--- src/rtl/instr_fetch_unit.sv ---
// Instruction fetch front end: owns the PC, reads the combinational imem and
// buffers {pc, instr} pairs toward decode with redirect/flush support.
module instr_fetch_unit #(
   parameter logic [31:0] RESET_PC   = 32'h0000_0000,
   parameter int          FIFO_DEPTH = 2
) (
   input  logic        clk,
   input  logic        reset_n,
   output logic [31:0] imem_addr,
   input  logic [31:0] imem_data,
   input  logic        redirect_valid,
   input  logic [31:0] redirect_pc,
   output logic        out_valid,
   output logic [31:0] out_instr,
   output logic [31:0] out_pc,
   input  logic        out_ready,
   output logic        fetch_fault
);

   localparam int PW = (FIFO_DEPTH > 1) ? $clog2(FIFO_DEPTH) : 1;
   localparam logic [PW:0] DEPTH_C = (PW+1)'(FIFO_DEPTH);

   typedef struct packed {
      logic [31:0] pc;
      logic [31:0] instr;
   } entry_t;

   entry_t          fifo_q [FIFO_DEPTH];
   logic [31:0]     pc_q;
   logic [PW-1:0]   wr_ptr, rd_ptr;
   logic [PW:0]     count;
   logic            fault_q;
   logic            pop, fire;

   assign imem_addr   = pc_q;
   assign out_valid   = (count != '0);
   assign out_instr   = fifo_q[rd_ptr].instr;
   assign out_pc      = fifo_q[rd_ptr].pc;
   assign fetch_fault = fault_q;

   assign pop  = out_valid && out_ready;
   // A full FIFO can still accept this cycle's word when the head is leaving.
   assign fire = !redirect_valid && ((count < DEPTH_C) || pop);

   always_ff @(posedge clk or negedge reset_n) begin
      if (!reset_n) begin
         pc_q    <= RESET_PC;
         wr_ptr  <= '0;
         rd_ptr  <= '0;
         count   <= '0;
         fault_q <= 1'b0;
         for (int i = 0; i < FIFO_DEPTH; i++) fifo_q[i] <= '0;
      end else begin
         fault_q <= redirect_valid && (redirect_pc[1:0] != 2'b00);
         if (redirect_valid) begin
            // Flush wins over any push/pop; a pop this cycle is treated as consumed.
            pc_q   <= {redirect_pc[31:2], 2'b00};
            wr_ptr <= '0;
            rd_ptr <= '0;
            count  <= '0;
         end else begin
            if (fire) begin
               fifo_q[wr_ptr] <= '{pc: pc_q, instr: imem_data};
               wr_ptr         <= wr_ptr + PW'(1);
               pc_q           <= pc_q + 32'd4;
            end
            if (pop) rd_ptr <= rd_ptr + PW'(1);
            case ({fire, pop})
               2'b10:   count <= count + (PW+1)'(1);
               2'b01:   count <= count - (PW+1)'(1);
               default: count <= count;
            endcase
         end
      end
   end

endmodule

--- config.mk ---
export PLATFORM = sky130hd
export DESIGN_NAME = instr_fetch_unit
export DESIGN_NICKNAME = d
export VERILOG_FILES = /design/src/rtl/instr_fetch_unit.sv
export SDC_FILE = /design/constraint.sdc
export NUM_CORES = 1
export LEC_CHECK = 0
export ABC_AREA = 0
export CORE_ASPECT_RATIO = 1.4
export CORE_UTILIZATION = 55
export DETAILED_ROUTE_END_ITERATION = 7
export PLACE_DENSITY = 0.86
export SLEW_MARGIN = 30
export SYNTH_ARGS = -nofsm -noshare
export SYNTH_HDL_FRONTEND = slang
export SYNTH_SLANG_ARGS = --single-unit
--- constraint.sdc ---
create_clock -name clk -period 2.7 [get_ports clk]
set_input_delay 0.405 -clock clk [delete_from_list [all_inputs] [get_ports clk]]
set_output_delay 0.405 -clock clk [all_outputs]
set_load 0.005 [all_outputs]
==> impl_results.md, run 1 <==
* Status: complete, no violations
* Setup bufs post-CTS at 0
* # H-tree levels at 4
* Root buf cell: clkbuf_16
* I/O pin count at about 170
* Clk network pwr share at 0.326
* Worst VDD drop at around 0.44 mV
* Post-detailed-placement half-perimeter wirelength at 11300 µm
* Antenna violations before repair at 1
* Commonest non-fill, non-tap cell in the layout: mux2_2
* Antenna-violating nets left at 0
* Starting Density at 0.570
* Max-Cap Viols at 0
* WL final at ~17000 µm
* Final Power at 0.00768 W
* Post-synth top area share at 0.540
* F_max at between 300 and 400 MHz
* Worst-path cell chain: buf_12 > mux2_2 > clkdlybuf4s50_1
* Fillers at between 800 and 900
* Post-Place Cells at around 860
* Leading area contributor after synthesis: dfrtp_1
* Synthesized flop and latch total at approximately 160
* Area Growth Syn to Fin at 32.1%
* First-pass GRT wire length at roughly 27000 µm
* Setup violators final at 0
* Num CTS Buffers at 17
* Starting DRC count in detailed routing at 240
* Net Sw Frac at 0.251
* Gpl congestion at about 0.84
* FF+latch area at 3980 µm²
* Vias at roughly 5k
* Worst hold path class: in2async
* Worst path max stage delay at roughly 0.61 ns
* Crit path DAT at between 2 and 2.5 ns
* Drt drc at 0
* Final Hold Vio Count at 0
* Clk Latency, worst-skew pair at between 0.4 and 0.5 ns
* Crit share post-route at 0.929
* Sw Pwr at 0.00192 W
* Antenna Cells at 0
* WP data required at approximately 2.3 ns
* Die Width at ~100 µm
* GRT Total Usage at 0.249
* Die footprint at approximately 14000 µm²
* Core area at ~13000 µm²
* Row count at 49
* CTS max path bufs at 2
* # port buffers at roughly 160
* Top cells by area, synth: dfrtp_1 (54%), mux2_2 (28%), nand2_1 (1.9%)
* PD cells at roughly 790 nW/µm²
* Final nets at between 700 and 800
* Register share of total power at 0.424
* Synthesis Warnings at 0
* Worst-path clk slew at ~0.070 ns
* Tmin final at 2.51 ns
* Cell area after synthesis at about 7400 µm²
* Slew Viols, Final at 0
* Area of the multi-input gates at 3170 µm²
* Cell internal pwr at approximately 0.0058 W
* Largest net degree at the start of global routing at 156
* Slowest stage cell, crit path: dfrtp_2
* Core Util, Final at 0.753
* Leakage power at between 3 and 4 nW
* Congestion Overflow GR at 0
* Crit path launch type: flop
* Vias in the first global route at 5292
* Clk_skew at about 0.0094 ns
* Layout cell share with drive strength beyond 1 at 0.331
* Drt first pass iters at 4
* Syn_area_per_cell at approximately 13 µm²
* Crit end category: output pin
* Layout Cells excl Fill at approximately 900
* Hold WS at 0.346 ns
* Clock sinks at roughly 160
* Netlist cell types at 42
* Fin Setup TNS at 0 ns
* Post-CTS Resized at 0
* Vias/cell at 5.52
* Critical path class: reg2out
* Worst slew pin tran at roughly 0.88 ns
* Mapped Cells at 551
* Comb pwr share at 0.250
* RSZ-0062 raised after global routing: false
* Die Y at 139 µm
* TritonCTS clock tree: done
* Crit Path Max Fanout at 26
* Sequential share of the synthesized area at 0.540
* Routed len/inst at 18.6 µm
* Most frequent cells in the layout: mux2_2 (182), clkdlybuf4s50_1 (159), dfrtp_1 (158)
* Slew Limit Headroom at 0.412
-- final cells by class --
cell class | count | share of cell area
Timing Repair Buffer | 171 | 0.179
Inverter | 1 | 0.000385
Multi-Input combinational cell | 356 | 0.325
Tap cell | 178 | 0.0229
Clock inverter | 12 | 0.0190
Clock buffer | 20 | 0.0448
Sequential cell | 159 | 0.409
-- cells in the mapped netlist --
cell / number
a21oi_1: 2
and2_1: 1
and2_4: 1
and3_1: 5
and4_1: 2
and4_4: 2
buf_1: 2
buf_2: 15
buf_4: 6
buf_6: 3
bufbuf_16: 1
clkbuf_1: 10
conb_1: 1
dfrtp_1: 159
dlymetal6s2s_1: 1
ha_1: 1
inv_1: 1
mux2_1: 6
mux2_2: 182
mux2i_1: 1
nand2_1: 38
nand2b_1: 1
nand3_1: 8
nand3_2: 3
nand4_1: 13
nand4_2: 1
nand4b_1: 1
nor2_1: 8
nor2b_1: 1
nor3_1: 4
nor3_2: 2
nor4_1: 3
nor4_2: 2
nor4_4: 1
o21a_1: 1
o21ai_0: 6
o21ai_1: 22
or2_1: 1
or2_2: 1
or4_4: 1
xnor2_1: 15
xor2_1: 16
-- path summary, 6_finish.rpt --
kind | startpoint | to | slack [ns] | depth (start not counted)
min | reset_n | fifo_q[66]$_DFFE_PN0P_ | 0.35 | 2
max | rd_ptr$_DFFE_PN0P_ | out_pc[10] | 0.19 | 3
min reg2reg | fifo_q[75]$_DFFE_PN0P_ | fifo_q[75]$_DFFE_PN0P_ | 0.49 | 1
max in group asynchronous | reset_n | rd_ptr$_DFFE_PN0P_ | 1.30 | 3
max reg2reg | imem_addr[10]$_DFFE_PN0P_ | imem_addr[27]$_DFFE_PN0P_ | 0.85 | 5
min in group clk | fifo_q[75]$_DFFE_PN0P_ | fifo_q[75]$_DFFE_PN0P_ | 0.49 | 1
-- power groups by stage --
stage	Sequential [W]	Clock [W]	Combinational [W]
after detailed placement	0.00329	0	0.00193
after CTS	0.00326	0.00255	0.00195
after global placement	0.00324	0	0.00187
after global routing	0.00332	0.00264	0.00206
final	0.00325	0.00250	0.00192
after floorplan	0.00316	0	0.00103
-- registers in the layout, summed over array words and instances (netlist names) --
register and cells:
count 2, fetch_fault 1, fifo_q 124, imem_addr 30, rd_ptr 1, wr_ptr 1
-- timing repair --
action,4_1_cts,5_1_grt
hold endpoints to repair,4,0
setup endpoints to repair,0,0
hold buffers,1,0
-- logic make-up (layout without fill, tap and decap cells) --
group / Yosys count / count (layout) / synth area share
and+or+nand+nor: 100 / 100 / 0.0777
xor gates and xnor gates: 31 / 31 / 0.0368
adders and majority gates: 1 / 1 / 0.00170
buffers and inverters: 39 / 204 / 0.0336
other: 1 / 4 / 0.000509
DFF: 159 / 159 / 0.540
AOI/OAI and AO/OA: 31 / 31 / 0.0214
muxes: 189 / 189 / 0.289
-- metal layers --
metal	part of all wire	GRT usage	vias up
li1	-	-	2255
met1	0.40	0.302	2490
met2	0.52	0.430	171
met3	0.059	0.0615	34
met4	0.021	0.0828	2
met5	0.00066	0	-
-- worst max-delay path, delay by kind of cell, from the launching register on --
family	cells	cell delay, ns
buffers and inverters	2	0.72
DFF	1	0.61
muxes	1	0.36
-- stage by stage --
step                cell area [µm²]  setup WS, ns
finish                         9740         0.191
global route                   9740         0.132
floorplan                      7380         0.991
detailed placement             9110         0.394
global placement               9110         0.410
CTS                            9740         0.155
Note: power is estimated with default switching activity, not from simulation.
==> inputs of run 2 (changes only) <==
--- a/config.mk
+++ b/config.mk
@@ -5,11 +5,11 @@
 export SDC_FILE = /design/constraint.sdc
 export NUM_CORES = 1
 export LEC_CHECK = 0
-export ABC_AREA = 0
+export ABC_AREA = 1
 export CORE_ASPECT_RATIO = 1.4
 export CORE_UTILIZATION = 55
 export DETAILED_ROUTE_END_ITERATION = 7
-export PLACE_DENSITY = 0.86
+export PLACE_DENSITY = 0.85
 export SLEW_MARGIN = 30
 export SYNTH_ARGS = -nofsm -noshare
 export SYNTH_HDL_FRONTEND = slang
==> run 2 against run 1 <==
The run now ends with DRC, hold timing left. Sequential power barely moved. Area after synthesis grew 5.1%. Critical endpoint is now out_pc[15]. Largest power group unchanged. Fmax about the same. Sequential share of layout area decreased by 1.2 points. Clock skew shrank 0.0011 ns. Die area grew 5.1%. Register-to-register slack got worse by 0.19 ns. Via count increased by 43%.
==> impl_results.md, run 2 <==
* Synthesized flop and latch total at 159 (unchanged)
* Vias at 7060 (was 4952)
* Crit path DAT at 2.11 ns (was 2.10 ns)
* Cell repeated most along the worst path: nand2_1
* Setup violators final at 0 (unchanged)
* TritonCTS clock tree: done (unchanged)
* Die Y at 142 µm (was 139 µm)
* Gpl congestion at 0.922 (was 0.844)
* Root buf cell: clkbuf_16 (unchanged)
* Clk Latency, worst-skew pair at 0.42 ns (was 0.41 ns)
* Clock sinks at 159 (unchanged)
* Area Growth Syn to Fin at 29.5% (was 32.1%)
* Num CTS Buffers at 17 (unchanged)
* Row count at 51 (was 49)
* PD cells at 740 nW/µm² (was 788 nW/µm²)
* Status: finished with violations (was complete, no violations)
* Drt drc at 1 (was 0)
* Final Hold Vio Count at 29 (was 0)
* Drt first pass iters at 7 (was 4)
* Fin Setup TNS at 0 ns (unchanged)
* Worst-path clk slew at 0.06 ns (was 0.07 ns)
* Vias in the first global route at 6665 (was 5292)
* Netlist cell types at 33 (was 42)
* WP data required at 2.30 ns (about the same)
* Crit end category: output pin (unchanged)
* Most frequent cells in the layout: nand2_1 (447), clkdlybuf4s50_1 (160), dfrtp_1 (158) (was mux2_2 (182), clkdlybuf4s50_1 (159), dfrtp_1 (158))
* Antenna-violating nets left at 0 (unchanged)
* Die footprint at 14600 µm² (was 13900 µm²)
* Slowest stage cell, crit path: dfrtp_2 (unchanged)
* R2r setup slk at 0.66 ns (was 0.85 ns)
* Vias/cell at 5.18 (was 5.52)
* Core area at 13800 µm² (was 12900 µm²)
* # port buffers at 161 (unchanged)
* Hold WS at -0.0215 ns (was 0.346 ns)
* Crit share post-route at 0.930 (was 0.929)
* Antenna violations before repair at 0 (was 1)
* First-pass GRT wire length at 31400 µm (was 26700 µm)
* Sequential share of the synthesized area at 0.513 (was 0.540)
* Crit path launch type: flop (unchanged)
* Most frequent cell after synthesis: nand2_1 (was mux2_2)
* Worst-path cell chain: inv_2 > buf_12 > nand2_1 > nand2_1 > clkdlybuf4s50_1 (was buf_12 > mux2_2 > clkdlybuf4s50_1)
* Worst path max stage delay at 0.53 ns (was 0.61 ns)
* Die Width at 102 µm (was 99.8 µm)
* Primary FF master, synth: dfrtp_1 (unchanged)
* Cts hold-fix bufs at 0 (was 1)
* Congestion Overflow GR at 0 (unchanged)
* Final nets at 1235 (was 775)
* WL final at 19400 µm (was 16700 µm)
* Post-synth ARST share at 1.00 (unchanged)
* Layout Cells excl Fill at 1364 (was 897)
* Post-synth top area share at 0.513 (was 0.540)
* Cell area after synthesis at 7750 µm² (was 7370 µm²)
* Slew Limit Headroom at 0.582 (was 0.412)
* Post-synth EDFFs at 0 (unchanged)
* Largest net degree at the start of global routing at 125 (was 156)
* Starting Density at 0.560 (was 0.570)
* Final Worst Setup Slack at 0.189 ns (was 0.191 ns)
* Antenna Cells at 0 (unchanged)
* GRT Total Usage at 0.281 (was 0.249)
* Max reg flops at 124 (unchanged)
* Syn_area_per_cell at 7.56 µm² (was 13.4 µm²)
* CTS max path bufs at 2 (unchanged)
* Final Power at 0.00743 W (was 0.00768 W)
* Mapped Cells at 1025 (was 551)
* Layout cell share with drive strength beyond 1 at 0.0526 (was 0.331)
* Post-synth top cells: nand2_1 (447), dfrtp_1 (159), o21ai_1 (111), inv_1 (86), nand3_1 (48) (was mux2_2 (182), dfrtp_1 (159), nand2_1 (38), o21ai_1 (22), xor2_1 (16))
* Setup bufs post-CTS at 0 (unchanged)
* Post-Place Cells at 1332 (was 864)
* RSZ-0062 raised after global routing: false (unchanged)
* F_max at 398 MHz (was 399 MHz)
* # H-tree levels at 4 (unchanged)
* Clk_skew at 0.00828 ns (was 0.00938 ns)
* Worst hold path class: in2async (unchanged)
* Worst VDD drop at 0.414 mV (was 0.444 mV)
* Synthesis Warnings at 0 (unchanged)
* I/O pin count at 166 (unchanged)
* Top cells by area, synth: dfrtp_1 (51%), nand2_1 (22%), o21ai_1 (7.2%) (was dfrtp_1 (54%), mux2_2 (28%), nand2_1 (1.9%))
* Post-detailed-placement half-perimeter wirelength at 13000 µm (was 11300 µm)
* Fillers at 1112 (was 844)
* Failing checks: DRC, hold timing
* Critical path class: reg2out (unchanged)
* Worst slew pin tran at 0.627 ns (was 0.882 ns)
* Tmin final at 2.51 ns (about the same)
* Most flops, register: fifo_q (unchanged)
* Routed len/inst at 14.3 µm (was 18.6 µm)
* Crit Path Max Fanout at 64 (was 26)
* Leading area contributor after synthesis: dfrtp_1 (unchanged)
* Commonest non-fill, non-tap cell in the layout: nand2_1 (was mux2_2)
* Max-Cap Viols at 0 (unchanged)
* Leakage power at 4.91 nW (was 4.00 nW)
* Dpl ws at 0.438 ns (was 0.394 ns)
* Post-CTS Resized at 0 (unchanged)
* Slew Viols, Final at 0 (unchanged)
* Starting DRC count in detailed routing at 474 (was 240)
-- run 2: changes by cell type after synthesis, sizes merged, moves of 4 or more --
cell and change:
nor2 +38, nand4 -13, clkbuf +13, inv +90
xor2 -12, nand3 +37, xnor2 -15, nand2 +415
o21ai +119, mux2 -188, o211ai +5, and4 -4
nor4 -6, and3 -4
-- run 2: cell type report --
type / count / area [µm²] / area share
Clock buffer: 22 / 474 / 0.0472
Inverter: 91 / 344 / 0.0343
Clock inverter: 10 / 111 / 0.0111
Multi-Input combinational cell: 726 / 3120 / 0.311
Timing Repair Buffer: 171 / 1780 / 0.177
Sequential cell: 159 / 3980 / 0.396
Tap cell: 185 / 231 / 0.0231
-- run 2: metal layers --
metal	up-vias	global-route usage	part of all wire
met3	49	0.0496	0.053
met1	3245	0.344	0.41
met5	-	0	0
met4	0	0.122	0.032
li1	3485	-	-
met2	281	0.481	0.51
-- run 2: final timing paths --
check                                              start                        end  depth (start not counted)
worst max-delay path                  rd_ptr$_DFFE_PN0P_                 out_pc[15]                          5
worst min-delay path                             reset_n     fifo_q[67]$_DFFE_PN0P_                          1
worst max register to register  imem_addr[2]$_DFFE_PN0P_  imem_addr[16]$_DFFE_PN0P_                          8
worst min register to register    fifo_q[61]$_DFFE_PN0P_     fifo_q[61]$_DFFE_PN0P_                          2
max in group asynchronous                        reset_n     fifo_q[57]$_DFFE_PN0P_                          2
min in group clk                  fifo_q[61]$_DFFE_PN0P_     fifo_q[61]$_DFFE_PN0P_                          2
-- run 2: logic make-up (layout without fill, tap and decap cells) --
logic type,after synthesis,in the layout,synth area share
AO/OA/AOI/OAI,161,161,0.109
XOR/XNOR,4,4,0.00452
adder cells (fa/ha/maj),1,1,0.00161
buffers and inverters,143,294,0.0851
flip-flops,159,159,0.513
other,1,4,0.000484
AND/OR/NAND/NOR,556,556,0.286
-- run 2: where the power goes --
part / total (W) / leakage (nW) / switching [W] / internal [W]
Clock: 0.00236 / 0.282 / 0.000927 / 0.00143
Combinational: 0.00186 / 2.67 / 0.000911 / 0.000948
Sequential: 0.00322 / 1.96 / 0.000332 / 0.00288
Total: 0.00743 / 4.91 / 0.00217 / 0.00526
-- run 2: critical path: cells and delay by family, from the launching register on --
family	cells	cell delay, ns
and+or+nand+nor	2	0.23
DFF	1	0.53
buffers and inverters	3	0.91
-- run 2: stage by stage --
step / utilization / hold slack [ns] / instance area, µm²
after CTS: 0.725 / 0.00910 / 10000
final: 0.725 / -0.0215 / 10000
after global placement: 0.683 / 0.443 / 9460
after floorplan: - / 0.109 / 7760
after detailed placement: 0.683 / 0.448 / 9460
after global routing: 0.725 / 0.0188 / 10000
